--- config.mk ---
export PLATFORM = sky130hd
export DESIGN_NAME = rdma_responder
export DESIGN_NICKNAME = d
export VERILOG_FILES = /design/src/rtl/rdma_responder.sv
export SDC_FILE = /design/constraint.sdc
export NUM_CORES = 1
export LEC_CHECK = 0
export CORE_MARGIN = 3
export CORE_UTILIZATION = 45
export CTS_CLUSTER_SIZE = 14
export DETAILED_ROUTE_END_ITERATION = 8
export PLACE_DENSITY = 0.76
export SLEW_MARGIN = 0
export SYNTH_ARGS = -nofsm -noshare
export SYNTH_HDL_FRONTEND = slang
export SYNTH_SLANG_ARGS = --single-unit
--- constraint.sdc ---
create_clock -name clk -period 5.4 [get_ports clk]
set_input_delay 1.08 -clock clk [delete_from_list [all_inputs] [get_ports clk]]
set_output_delay 1.08 -clock clk [all_outputs]
set_load 0.01 [all_outputs]
--- src/rtl/rdma_responder.sv ---
`default_nettype none
// +----------------------------------------------------------------------------+
// | Module   : rdma_responder                                                  |
// | Brief    : RDMA header loopback peer: 4-word request in, swapped reply out. |
// |            Optional macro RDMA_RESP_FILTER_EN suppresses replies to op=0.   |
// | Revision : 1.0 - initial release                                           |
// +----------------------------------------------------------------------------+
module rdma_responder #(
  parameter int DROP_CNT_W = 8,
  parameter int CNT_INC    = 1
) (
  input  logic                  clk,
  input  logic                  rst_n,
  input  logic [31:0]           data_slave,
  input  logic [3:0]            keep_slave,
  input  logic                  valid_slave,
  input  logic                  last_slave,
  output logic                  ready_slave,
  output logic [31:0]           data_master,
  output logic [3:0]            keep_master,
  output logic                  valid_master,
  output logic                  last_master,
  input  logic                  ready_master,
  output logic                  busy,
  output logic [DROP_CNT_W-1:0] drop_count
);

  typedef enum logic [1:0] {
    ST_RX      = 2'd0,
    ST_DISCARD = 2'd1,
    ST_TX      = 2'd2
  } state_t;

  localparam logic [3:0]            KEEP_ALL  = 4'hF;
  localparam logic [DROP_CNT_W-1:0] DROP_MAX  = '1;
  localparam logic [30:0]           CNT_INC_W = 31'(CNT_INC);

  state_t                  state_q;
  logic [1:0]              idx_q;
  logic [47:0]             src_q;
  logic [47:0]             dst_q;
  logic                    op_q;
  logic [30:0]             cnt_q;
  logic                    ready_slave_q;
  logic [31:0]             data_master_q;
  logic [3:0]              keep_master_q;
  logic                    valid_master_q;
  logic                    last_master_q;
  logic                    busy_q;
  logic [DROP_CNT_W-1:0]   drop_count_q;

  logic                    rx_fire;
  logic                    tx_fire;
  logic                    rx_bad;
  logic                    reply_en;
  logic [1:0]              tx_idx_d;
  logic [31:0]             tx_word_d;
  logic [DROP_CNT_W-1:0]   drop_count_d;

  assign rx_fire = valid_slave & ready_slave_q;
  assign tx_fire = valid_master_q & ready_master;

  // A word is malformed if bytes are missing or last does not coincide with word 3.
  assign rx_bad  = (keep_slave != KEEP_ALL) || (last_slave != (idx_q == 2'd3));

`ifdef RDMA_RESP_FILTER_EN
  assign reply_en = data_slave[31];
`else
  assign reply_en = 1'b1;
`endif

  assign drop_count_d = (drop_count_q == DROP_MAX) ? drop_count_q : drop_count_q + 1'b1;

  // Word 0 is loaded on entry to TX, later words on each reply handshake.
  assign tx_idx_d = (state_q == ST_TX) ? idx_q + 2'd1 : 2'd0;

  always_comb begin
    tx_word_d = 32'h0;
    case (tx_idx_d)
      2'd0:    tx_word_d = src_q[47:16];
      2'd1:    tx_word_d = {src_q[15:0], dst_q[47:32]};
      2'd2:    tx_word_d = dst_q[31:0];
      default: tx_word_d = {op_q, cnt_q + CNT_INC_W};
    endcase
  end

  always_ff @(posedge clk or negedge rst_n) begin
    if (!rst_n) begin
      state_q        <= ST_RX;
      idx_q          <= 2'd0;
      src_q          <= 48'h0;
      dst_q          <= 48'h0;
      op_q           <= 1'b0;
      cnt_q          <= 31'h0;
      ready_slave_q  <= 1'b0;
      data_master_q  <= 32'h0;
      keep_master_q  <= 4'h0;
      valid_master_q <= 1'b0;
      last_master_q  <= 1'b0;
      busy_q         <= 1'b0;
      drop_count_q   <= '0;
    end else begin
      case (state_q)
        ST_RX: begin
          ready_slave_q <= 1'b1;
          if (rx_fire) begin
            if (rx_bad) begin
              drop_count_q <= drop_count_d;
              idx_q        <= 2'd0;
              if (!last_slave) begin
                state_q <= ST_DISCARD;
              end
            end else begin
              case (idx_q)
                2'd0: dst_q[47:16] <= data_slave;
                2'd1: begin
                  dst_q[15:0]  <= data_slave[31:16];
                  src_q[47:32] <= data_slave[15:0];
                end
                2'd2: src_q[31:0] <= data_slave;
                default: begin
                  op_q  <= data_slave[31];
                  cnt_q <= data_slave[30:0];
                end
              endcase
              if (idx_q == 2'd3) begin
                idx_q <= 2'd0;
                if (reply_en) begin
                  state_q        <= ST_TX;
                  ready_slave_q  <= 1'b0;
                  valid_master_q <= 1'b1;
                  busy_q         <= 1'b1;
                  keep_master_q  <= KEEP_ALL;
                  last_master_q  <= 1'b0;
                  data_master_q  <= tx_word_d;
                end
              end else begin
                idx_q <= idx_q + 2'd1;
              end
            end
          end
        end

        ST_DISCARD: begin
          ready_slave_q <= 1'b1;
          if (rx_fire && last_slave) begin
            state_q <= ST_RX;
            idx_q   <= 2'd0;
          end
        end

        ST_TX: begin
          if (tx_fire) begin
            if (idx_q == 2'd3) begin
              state_q        <= ST_RX;
              idx_q          <= 2'd0;
              ready_slave_q  <= 1'b1;
              valid_master_q <= 1'b0;
              last_master_q  <= 1'b0;
              keep_master_q  <= 4'h0;
              data_master_q  <= 32'h0;
              busy_q         <= 1'b0;
            end else begin
              idx_q         <= idx_q + 2'd1;
              data_master_q <= tx_word_d;
              last_master_q <= (idx_q == 2'd2);
            end
          end
        end

        default: begin
          state_q <= ST_RX;
          idx_q   <= 2'd0;
        end
      endcase
    end
  end

  assign ready_slave  = ready_slave_q;
  assign data_master  = data_master_q;
  assign keep_master  = keep_master_q;
  assign valid_master = valid_master_q;
  assign last_master  = last_master_q;
  assign busy         = busy_q;
  assign drop_count   = drop_count_q;

endmodule
`default_nettype wire
# After elaboration in Yosys (flattened, before gate mapping)
# Cells that the tools add are included.
[op_classes]
bitwise = 5
eq_ne = 18
n_mux = 43
n_reduce_logical = 18
add_sub_neg = 3
[ops]
columns = ["cell", "n"]
rows = [
  ["two-way mux 32 bit", 5],
  ["case mux 32 bit (3 select lines)", 1],
  ["case mux 32 bit (2 select lines)", 1],
  ["adder 31 x 1 -> 31 bit, second input constant", 1],
  ["two-way mux 2 bit", 12],
  ["two-way mux 4 bit", 5],
  ["AND reduction 4 bit", 5],
  ["two-way mux 1 bit", 13],
  ["case mux 2 bit (3 select lines)", 2],
  ["AND reduction 6 bit", 2],
  ["!= test 2 bit, second input constant", 5],
  ["adder 8 x 1 -> 8 bit, second input constant", 1],
  ["== test 2 bit, second input constant", 4],
  ["== test 8 bit, second input constant", 1],
  ["case mux 4 bit (2 select lines)", 1],
  ["== test 2 x 1 -> 1 bit, second input constant", 3],
  ["zero test 2 bit", 3],
  ["!= test 3 bit, second input constant", 2],
  ["AND reduction 3 bit", 2],
  ["AND reduction 5 bit", 1],
  ["!= test 4 bit, second input constant", 1],
  ["case mux 1 bit (2 select lines)", 2],
  ["inverter 1 bit", 3],
  ["case mux 1 bit (3 select lines)", 1],
  ["other kinds (9)", 10],
]
[totals]
out_inout_bits = 48
reg_bits = 179
in_bits = 41

# Depth between registers and ports, before layout
# Gate-level depths: netlist of the first run.
[logic_depth]
ltp_word = 8
mapped_depth = 10
ltp_nobuf = 7

# Worst setup path after synthesis of the first run
# No wires, ideal clock.
[synth_path]
kind = "input-to-reg"
from = "in keep_slave[2]"
to = "reg cnt_q[0]"
cell_stages = 5
t_required_ns = 5.275
arrival_ns = 2.245
setup_time_ns = 0.125
setup_slack_ns = 3.030
path_cell_list = "nand4_1 nor3_1 nand2_1 buf_2 mux2_2"
[synth_via]
elab_chain_len = 4
[synth_rtl]
columns = ["element", "line_no", "text"]
rows = [
  ["start, declared", "15", "input logic [3:0] keep_slave,"],
  ["!= test 4 bit", "64", "assign rx_bad = (keep_slave != KEEP_ALL) || (last_slave != (idx_q == 2'd3));"],
  ["logical OR 1 bit", "64", ""],
  ["inverter 1 bit (no line)", "-", ""],
  ["AND reduction 4 bit (no line)", "-", ""],
  ["end signal, assigned", "123", "cnt_q <= data_slave[30:0];"],
  ["end, declared", "43", "logic [30:0] cnt_q;"],
]
# No other way between the ends.
# A chain may end at the register's enable or synchronous reset.

# Worst setup path after layout of the first run
[layout_path]
from = "reg state_q[0]"
to = "reg data_master_q[29] (netlist: data_master[29])"
[layout_via]
elab_chain_len = 8
word_cells_on_any_way = 19
classes_between = "7 x eq/ne; 8 x mux; 4 x reduce/logical"
[layout_rtl]
columns = ["element", "line_no", "text"]
rows = [
  ["start, declared", "38", "state_t state_q;"],
  ["start signal, assigned", "89", "state_q <= ST_RX;"],
  ["start signal, assigned", "111", "state_q <= ST_DISCARD;"],
  ["start signal, assigned", "129", "state_q <= ST_TX;"],
  ["== test 2 bit", "75, 103", ""],
  ["two-way mux 2 bit", "75", "assign tx_idx_d = (state_q == ST_TX) ? idx_q + 2'd1 : 2'd0;"],
  ["== test 2 bit, or another cell as far along", "79", "case (tx_idx_d)"],
  ["case mux 32 bit (3 select lines)", "79", ""],
  ["two-way mux 32 bit", "126", "if (idx_q == 2'd3) begin"],
  ["two-way mux 32 bit", "107", "if (rx_bad) begin"],
  ["two-way mux 32 bit", "106", "if (rx_fire) begin"],
  ["case mux 32 bit (2 select lines)", "103", "case (state_q)"],
  ["end signal, assigned", "135", "data_master_q <= tx_word_d;"],
  ["end signal, assigned", "165", "data_master_q <= tx_word_d;"],
  ["end, declared", "45", "logic [31:0] data_master_q;"],
]
# Parallel ways exist; a longest one is shown, timed or not. The select of a mux whose other input is x is not followed.

==> results of run 1 <==
==> power by group through the flow <==
stage / clock [mW] / combinational, mW / sequential [mW]
6_report: 1.23 / 0.352 / 1.48
5_1_grt: 1.30 / 0.390 / 1.50
4_1_cts: 1.26 / 0.356 / 1.48
3_5_place_dp: 0 / 0.354 / 1.50
3_3_place_gp: 0 / 0.345 / 1.50
2_1_floorplan: 0 / 0.197 / 1.49
==> synth_stat cells, types with 11 or more instances <==
| cell type | count | area (um2) |
|---|---|---|
| mux2_2 | 130 | 1460 |
| o22ai_1 | 33 | 206 |
| nand3_1 | 13 | 65.1 |
| nor2_1 | 30 | 113 |
| xnor2_1 | 14 | 123 |
| inv_1 | 11 | 41.3 |
| a21oi_1 | 30 | 150 |
| nand4_1 | 14 | 87.6 |
| ha_1 | 12 | 150 |
| buf_2 | 18 | 90.1 |
| nand2_1 | 56 | 210 |
| clkbuf_1 | 17 | 63.8 |
| nor3_1 | 11 | 55.1 |
| dfrtp_1 | 175 | 4380 |
| o21ai_0 | 26 | 130 |
| a32o_1 | 16 | 160 |
==> layout by cell type (no fill, tap or decap), drive strengths merged, types with 14 or more instances in the layout <==
master,Yosys,routed
nand3,14,14
nand4,14,14
a21oi,30,30
o22ai,33,33
dfrtp,175,175
mux2,130,130
clkdlybuf4s50,0,87
nor2,30,30
o21ai,27,27
a32o,16,16
clkbuf,17,23
xnor2,14,14
nand2,57,57
==> kinds of logic (layout without fill, tap and decap cells) <==
| group | count (synthesis) | count (layout) | share of synthesized area [%] |
|---|---|---|---|
| XOR/XNOR | 20 | 20 | 2.13 |
| buffers and inverters | 54 | 143 | 2.97 |
| flip-flops | 175 | 175 | 53.3 |
| AO/OA/AOI/OAI | 147 | 147 | 11.9 |
| adder cells (fa/ha/maj) | 12 | 12 | 1.83 |
| AND/OR/NAND/NOR | 161 | 161 | 9.91 |
| multiplexers | 131 | 131 | 17.9 |
==> state kept, by name, summed over array words and instances, names as in the netlist <==
| name | count |
|---|---|
| idx_q | 2 |
| op_q | 1 |
| last_master | 1 |
| data_master | 32 |
| state_q | 2 |
| cnt_q | 31 |
| dst_q | 48 |
| src_q | 48 |
| ready_slave | 1 |
| drop_count | 8 |
| keep_master | 1 |
==> worst max-delay path by stage <==
stage / end / slack, ns / startpoint / depth (start not counted)
final: data_master[29] / 1.98 / state_q[0] / 7
after global routing: data_master[29] / 1.83 / state_q[0] / 7
after CTS: data_master[29] / 2.08 / state_q[0] / 7
after detailed placement: src_q[14] / 1.66 / keep_slave[2] / 6
after global placement: src_q[12] / 1.81 / keep_slave[2] / 6
after floorplan: cnt_q[0] / 3.03 / keep_slave[2] / 5
==> per-layer routing <==
metal	wire length [um]	vias to the layer above	part of all wire, %
met5	0	-	0
met2	9670	194	47
met4	348	0	1.7
met3	1350	24	6.6
met1	9220	3061	45
li1	-	2738	-
==> per-stage QoR <==
step                      hold slack (ns)  cells  power [mW]
after floorplan                     0.471    700        1.69
after global placement              0.463    982        1.84
after detailed placement            0.472    982        1.86
after CTS                           0.486   1014        3.09
after global routing                0.512   1014        3.18
final                               0.480   1014        3.06
==> cell type report <==
cell class	instances	area, um2	area share, %
clock buffer	23	488	4.94
clock inverter	9	108	1.09
tap	225	282	2.85
multi-input combinational	471	3600	36.5
inverter	11	41.3	0.418
timing repair buffer	100	972	9.85
sequential	175	4380	44.4
==> worst min-delay path: stages, from the launching register on <==
cell and delay, ns:
dfrtp_1 0.34, nand2_1 0.05, o21ai_0 0.06
==> impl_metrics.ini, run 1 <==
[outcome]
status = finished, final reports clean

[power_and_ir_drop]
pwr-share-comb_pct = 11.5
switching_share_pct = 24.0
power.switching_mw = 0.737
clkPwrFrac_pct = 40.3
internal_power_mw = 2.33
pwr-share-seq_pct = 48.3
ir_drop_uv = 240
p_leak_nw = 4.42
power_density_nw_per_um2 = 310

[logic_synthesis]
avgSynthCellArea_um2 = 11.7
yosysWarningCount = 0
ys_types = 52
syn_nets = 753
synth_seq_cells = 175
synth_top_flop_cell = dfrtp_1
syn_area_um2 = 8220
ys_async_sr_fraction_pct = 100
syn_inst = 700
ys_seq_area_share_pct = 53.3
synth_edf_count = 0

[cells_and_area]
nets = 829
fillers = 1469
diodes = 0
post-route-util_pct = 56.1
syn_to_final_growth_pct = 20.1
design_area_um2 = 9870
drive_above_1_share_pct = 24.1

[route]
avgViaCountPerCell = 5.93
wl_per_cell_um = 20.3
ant_nets = 0
wl_mm = 20.6
drt_iter0_drc = 515
drcViolationCount = 0
dr.pass1.iters = 5
vias = 6017

[grt]
grt_start_max_net_pins = 114
grt_pass1_wl_mm = 33.4
grt.total_usage_pct = 21.4
use_met2_pct = 33.6
top_usage_layer = met2
use_met1_pct = 30.2
grt-ovfl-total = 0
met3_usage_pct = 4.58
antenna_found_initial = 0
grt_pass1_vias = 6008

[sta]
worstMarginPinSlew_ns = 1.23
setup_violations = 0
tns_ns = 0
maxSlewHeadroom_pct = 17.4
setup_ws_ns = 1.98
fmax_ghz = 0.292
clock_skew_ns = 0.0107
period_minus_slack_ns = 3.42
rsz0062_at_grt = no
maxSlewViolCount = 0
finalHoldViolations = 0
post-route-period-util_pct = 63.4

[setup_path]
slowest_stage = o21ai_1
cp-start-kind = flop
end_kind = flop
max_stage_delay_ns = 0.97
timing.critical_path.fanout_max = 20
crit_required_ns = 5.72
reg2reg_to = data_master[29]
path_buf_inv = 2
worstPathCellList = inv_1 > ha_1 > buf_4 > a21oi_1 > o21ai_1 > a211oi_1 > a32o_1
path_delay_family = compound AO/OA/AOI/OAI gates
r2r-start = state_q[0]
reg2reg_setup_slack_ns = 1.98
r2r_cells = 7
crit_arrival_ns = 3.74
path_class = reg -> reg

[placed_design]
placed_area_um2 = 9270
hpwl_mm = 13.8
post-place-ws_ns = 1.66
portBuffers = 88
gp_congestion = 0.851

[floorplanning]
pin_count = 89
core_um2 = 17600
die_h_um = 141
die_w_um = 141
rows = 48
initial_core_util_pct = 46.7
die_area_um2 = 19900

[cts]
clock-sinks = 175
post_cts_resized = 0
path_clk_slew_ns = 0.06
holdBufCountCts = 0
insertion_delay_ns = 0.43
cts_root_buf = clkbuf_16
cts-buffers-inserted = 17
htree_levels = 4
post_cts_buffers = 0
clockBufferDepth = 2
cts_tree = done

[job]
drv_cap = 0

[min_path]
min_from = data_master[7]
hold_class = reg -> reg
hold-path-cell-count = 2
hold_end = data_master[7]
No activity file was read; power rests on OpenSTA's default activity.
==> inputs of run 2 (changes only) <==
- PLACE_DENSITY: 0.76 -> 0.78
- clock period: 5.4 -> 2.81 ns (I/O delays scaled with it)
==> run 2 against run 1 <==
  * Clock-buffer cell count is 5 lower
  * Clock power is 97% higher
  * Sequential cell count stayed put
  * Critical path type unchanged
  * Sequential share of layout area is 0.74 points lower
  * Maximum frequency is 43% higher
==> impl_metrics.ini, run 2 (synthesis gave the netlist of run 1 again) <==
[cells_and_area]
syn_to_final_growth_pct = 22.1
diodes = 0
final_cell_mix = dfrtp_1 (175), mux2_2 (130), clkdlybuf4s50_1 (87), nand2_1 (56), o22ai_1 (33)
final_common_cell = dfrtp_1
nets = 842
drive_above_1_share_pct = 25.6

[grt]
grt_pass1_vias = 6174
grt-ovfl-total = 0
grt_start_max_net_pins = 68
antenna_found_initial = 0
grt_pass1_wl_mm = 33.1
grt.total_usage_pct = 21.1

[route]
avgViaCountPerCell = 5.91
wl_mm = 20.6
drt-met1-wl_mm = 9.25
drt_iter0_drc = 468
top_layer_used = met4
dr.pass1.iters = 6
ant_nets = 0
wl_per_cell_um = 20.0
dr_wl_met2_mm = 9.82
met3_length_mm = 1.23
vias = 6073
drcViolationCount = 0

[cts]
post_cts_resized = 0
insertion_delay_ns = 0.43
cts_root_buf = clkbuf_16
htree_levels = 4
cts_tree = done
clock-sinks = 175
clockBufferDepth = 2
holdBufCountCts = 0
cts-buffers-inserted = 17
post_cts_buffers = 0
path_clk_slew_ns = 0.07

[power_and_ir_drop]
pwr-share-seq_pct = 47.7
pwr-share-comb_pct = 11.7
power_density_nw_per_um2 = 592
internal_power_mw = 4.50
switching_share_pct = 24.3
ir_drop_uv = 444
power_mw = 5.95
p_leak_nw = 4.52
power.switching_mw = 1.44
clkPwrFrac_pct = 40.6

[placed_design]
hpwl_mm = 13.9
portBuffers = 88
gp_congestion = 0.905

[sta]
maxSlewViolCount = 0
fmax_ghz = 0.418
worstMarginPinSlew_ns = 0.943
tns_ns = 0
setup_violations = 0
post-route-period-util_pct = 85.2
period_minus_slack_ns = 2.39
maxSlewHeadroom_pct = 36.7
rsz0062_at_grt = no
clock_skew_ns = 0.0103
finalHoldViolations = 0

[outcome]
status = finished, final reports clean

[min_path]
hold_class = in -> async

[floorplanning]
rows = 48
pin_count = 89
die_w_um = 141
die_area_um2 = 19900
initial_core_util_pct = 46.7
core_um2 = 17600
die_h_um = 141

[setup_path]
path_buf_inv = 1
timing.critical_path.fanout_max = 16
reg2reg_setup_slack_ns = 0.42
path_class = reg -> reg
max_stage_delay_ns = 0.75
crit_required_ns = 3.13
slowest_stage = o21ai_1
cp-start-kind = flop
path_delay_family = compound AO/OA/AOI/OAI gates
end_kind = flop
worstPathCellList = buf_4 > ha_1 > nand2_1 > nor4_1 > o21ai_1 > a211oi_1 > a32o_1
crit_arrival_ns = 2.72

[job]
drv_cap = 0
==> run 2: cell count changes in the layout (fill, tap and decap cells not counted), moves of 3 or more <==
| cell | change |
|---|---|
| buf_12 | +5 |
| clkinv_2 | +3 |
| buf_4 | +8 |
| clkbuf_8 | -3 |
==> run 2: area by class of cell <==
class / instances / area [um2]
clock buffer: 18 / 439
sequential: 175 / 4380
fill: 1448 / 7560
tap: 225 / 282
multi-input combinational: 471 / 3600
clock inverter: 14 / 164
timing repair buffer: 113 / 1130
inverter: 11 / 41.3
==> run 2: path summary, 6_finish.rpt <==
check,from,endpoint,depth (start not counted)
max in group asynchronous,rst_n,dst_q[25],2
min reg2reg,dst_q[24],dst_q[24],1
min,rst_n,state_q[1],1
max,idx_q[0],data_master[29],7
min in group clk,dst_q[24],dst_q[24],1
max reg2reg,idx_q[0],data_master[29],7
==> run 2: metal layers <==
metal | global-route usage (%) | vias up
met5 | 0 | -
met4 | 5.92 | 0
met3 | 4.24 | 20
met2 | 34.0 | 186
met1 | 29.3 | 3089
li1 | - | 2778
==> run 2: power groups by stage <==
stage                     Sequential (mW)  Combinational, mW  Clock (mW)
after floorplan                      2.87              0.379           0
after global placement               2.87              0.678           0
after detailed placement             2.88              0.697           0
after CTS                            2.83              0.706        2.44
after global routing                 2.85              0.771        2.55
final                                2.83              0.697        2.42
==> run 2: through the flow <==
| stage | hold slack [ns] | setup WS [ns] | area [um2] | std cells | util, % |
|---|---|---|---|---|---|
| 5_1_grt | 0.158 | 0.266 | 10000 | 1027 | 57.0 |
| 2_1_floorplan | 0.266 | 0.701 | 8220 | 700 | - |
| 3_5_place_dp | 0.474 | 0.185 | 9430 | 995 | 53.6 |
| 4_1_cts | 0.146 | 0.392 | 10000 | 1027 | 57.0 |
| 6_report | 0.103 | 0.415 | 10000 | 1027 | 57.0 |
| 3_3_place_gp | 0.473 | 0.305 | 9430 | 995 | 53.6 |
==> inputs of run 3 (changes only) <==
- CORE_ASPECT_RATIO: not set -> 1.5
- CORE_UTILIZATION: 45 -> 40
- PLACE_DENSITY: 0.78 -> 0.72
==> run 3 against run 2 <==
  * Register-to-register slack worse by 0.04 ns
  * Worst setup slack got worse by 0.037 ns
  * Sequential cell count unchanged
  * Sequential share of layout area is 0.24 points lower
  * Clock-buffer cell count is 1 higher
==> impl_metrics.ini, run 3 (synthesis gave the netlist of run 1 again) <==
[cts]
path_clk_slew_ns = 0.07
post_cts_buffers = 0
cts-buffers-inserted = 17
clockBufferDepth = 2
insertion_delay_ns = 0.43
holdBufCountCts = 0
cts_root_buf = clkbuf_16
cts_tree = done
post_cts_resized = 0
htree_levels = 4
clock-sinks = 175

[job]
drv_cap = 0

[sta]
finalHoldViolations = 0
setup_violations = 0
rsz0062_at_grt = no
holdWs_ns = 0.120
worstMarginPinSlew_ns = 0.725
post-route-period-util_pct = 86.5
fmax_ghz = 0.411
clock_skew_ns = 0.0155
maxSlewViolCount = 0
period_minus_slack_ns = 2.43
maxSlewHeadroom_pct = 51.3
tns_ns = 0

[setup_path]
path_class = reg -> reg
timing.critical_path.fanout_max = 16
crit_required_ns = 3.17
end_kind = flop
reg2reg_setup_slack_ns = 0.38
worstPathCellList = inv_1 > ha_1 > buf_4 > inv_1 > a21oi_2 > buf_4 > nor2_1 > a211oi_1 > a32o_1
crit_arrival_ns = 2.80
max_stage_delay_ns = 0.44
slowest_stage = dfrtp_1
cp-start-kind = flop

[route]
avgViaCountPerCell = 5.72
drcViolationCount = 0
wl_per_cell_um = 19.9
dr.pass1.iters = 5
vias = 6098
wl_mm = 21.2
drt_iter0_drc = 443
ant_nets = 0

[cells_and_area]
regArea_um2 = 4380
drive_above_1_share_pct = 25.7
multi_input_area_um2 = 3600
nets = 846
design_area_um2 = 10100
fillers = 1747
final_common_cell = dfrtp_1
syn_to_final_growth_pct = 22.8
post-route-util_pct = 50.6
final_cell_mix = dfrtp_1 (175), mux2_2 (130), clkdlybuf4s50_1 (87), nand2_1 (56), o22ai_1 (33)
diodes = 0

[min_path]
hold_class = in -> async

[placed_design]
portBuffers = 88
gp_congestion = 0.821
placed_area_um2 = 9530
hpwl_mm = 14.6

[floorplanning]
die_h_um = 182
die_area_um2 = 22300
initial_core_util_pct = 41.2
die_w_um = 123
rows = 63
pin_count = 89
core_um2 = 19900

[power_and_ir_drop]
switching_share_pct = 25.6
power_density_nw_per_um2 = 576
internal_power_mw = 4.32
power.switching_mw = 1.49
power_mw = 5.81
clkPwrFrac_pct = 39.2
pwr-share-comb_pct = 12.1
ir_drop_uv = 404
p_leak_nw = 4.51
pwr-share-seq_pct = 48.7

[grt]
grt_pass1_wl_mm = 33.9
antenna_found_initial = 0
grt.total_usage_pct = 19.6
grt_pass1_vias = 6119
grt_start_max_net_pins = 62
grt-ovfl-total = 0

[outcome]
status = finished, final reports clean
[run 3: area by class of cell]
class                      count  area share [%]
clock buffer                  19            4.29
clock inverter                13            1.26
inverter                      11           0.409
multi-input combinational    471            35.7
sequential                   175            43.4
tap                          260            3.22
timing repair buffer         117            11.8
[run 3: path summary, 6_finish.rpt]
check | cells past startpoint | endpoint | start
max | 9 | data_master[29] | idx_q[1]
min | 1 | src_q[46] | rst_n
max reg2reg | 9 | data_master[29] | idx_q[1]
min reg2reg | 2 | data_master[31] | data_master[31]
max in group asynchronous | 2 | dst_q[18] | rst_n
min in group clk | 2 | data_master[31] | data_master[31]
[run 3: worst max-delay path, delay by kind of cell, from the launching register on]
family	cells	cell delay, ns
AO/OA/AOI/OAI	3	0.84
adder cells (fa/ha/maj)	1	0.41
buffers and inverters	4	0.63
flip-flops	1	0.44
AND/OR/NAND/NOR	1	0.07
[run 3: stage by stage]
stage          setup WS [ns]  std cells
2_1_floorplan          0.701        700
3_3_place_gp           0.115       1034
3_5_place_dp          0.0882       1034
4_1_cts                0.423       1066
5_1_grt                0.121       1066
6_report               0.379       1066
[run 3: power by group through the flow]
| stage | sequential, mW | clock [mW] | combinational [mW] |
|---|---|---|---|
| 6_report | 2.83 | 2.28 | 0.706 |
| 5_1_grt | 2.86 | 2.42 | 0.781 |
| 4_1_cts | 2.83 | 2.31 | 0.715 |
| 3_5_place_dp | 2.88 | 0 | 0.710 |
| 3_3_place_gp | 2.87 | 0 | 0.696 |
| 2_1_floorplan | 2.87 | 0 | 0.379 |
[run 3: metal layers]
| layer | vias to the layer above | track usage, % | part of all wire [%] |
|---|---|---|---|
| li1 | 2771 | - | - |
| met1 | 3137 | 24.8 | 41 |
| met2 | 157 | 32.9 | 52 |
| met3 | 33 | 2.93 | 3.6 |
| met4 | 0 | 8.78 | 3.7 |
| met5 | - | 0 | 0 |
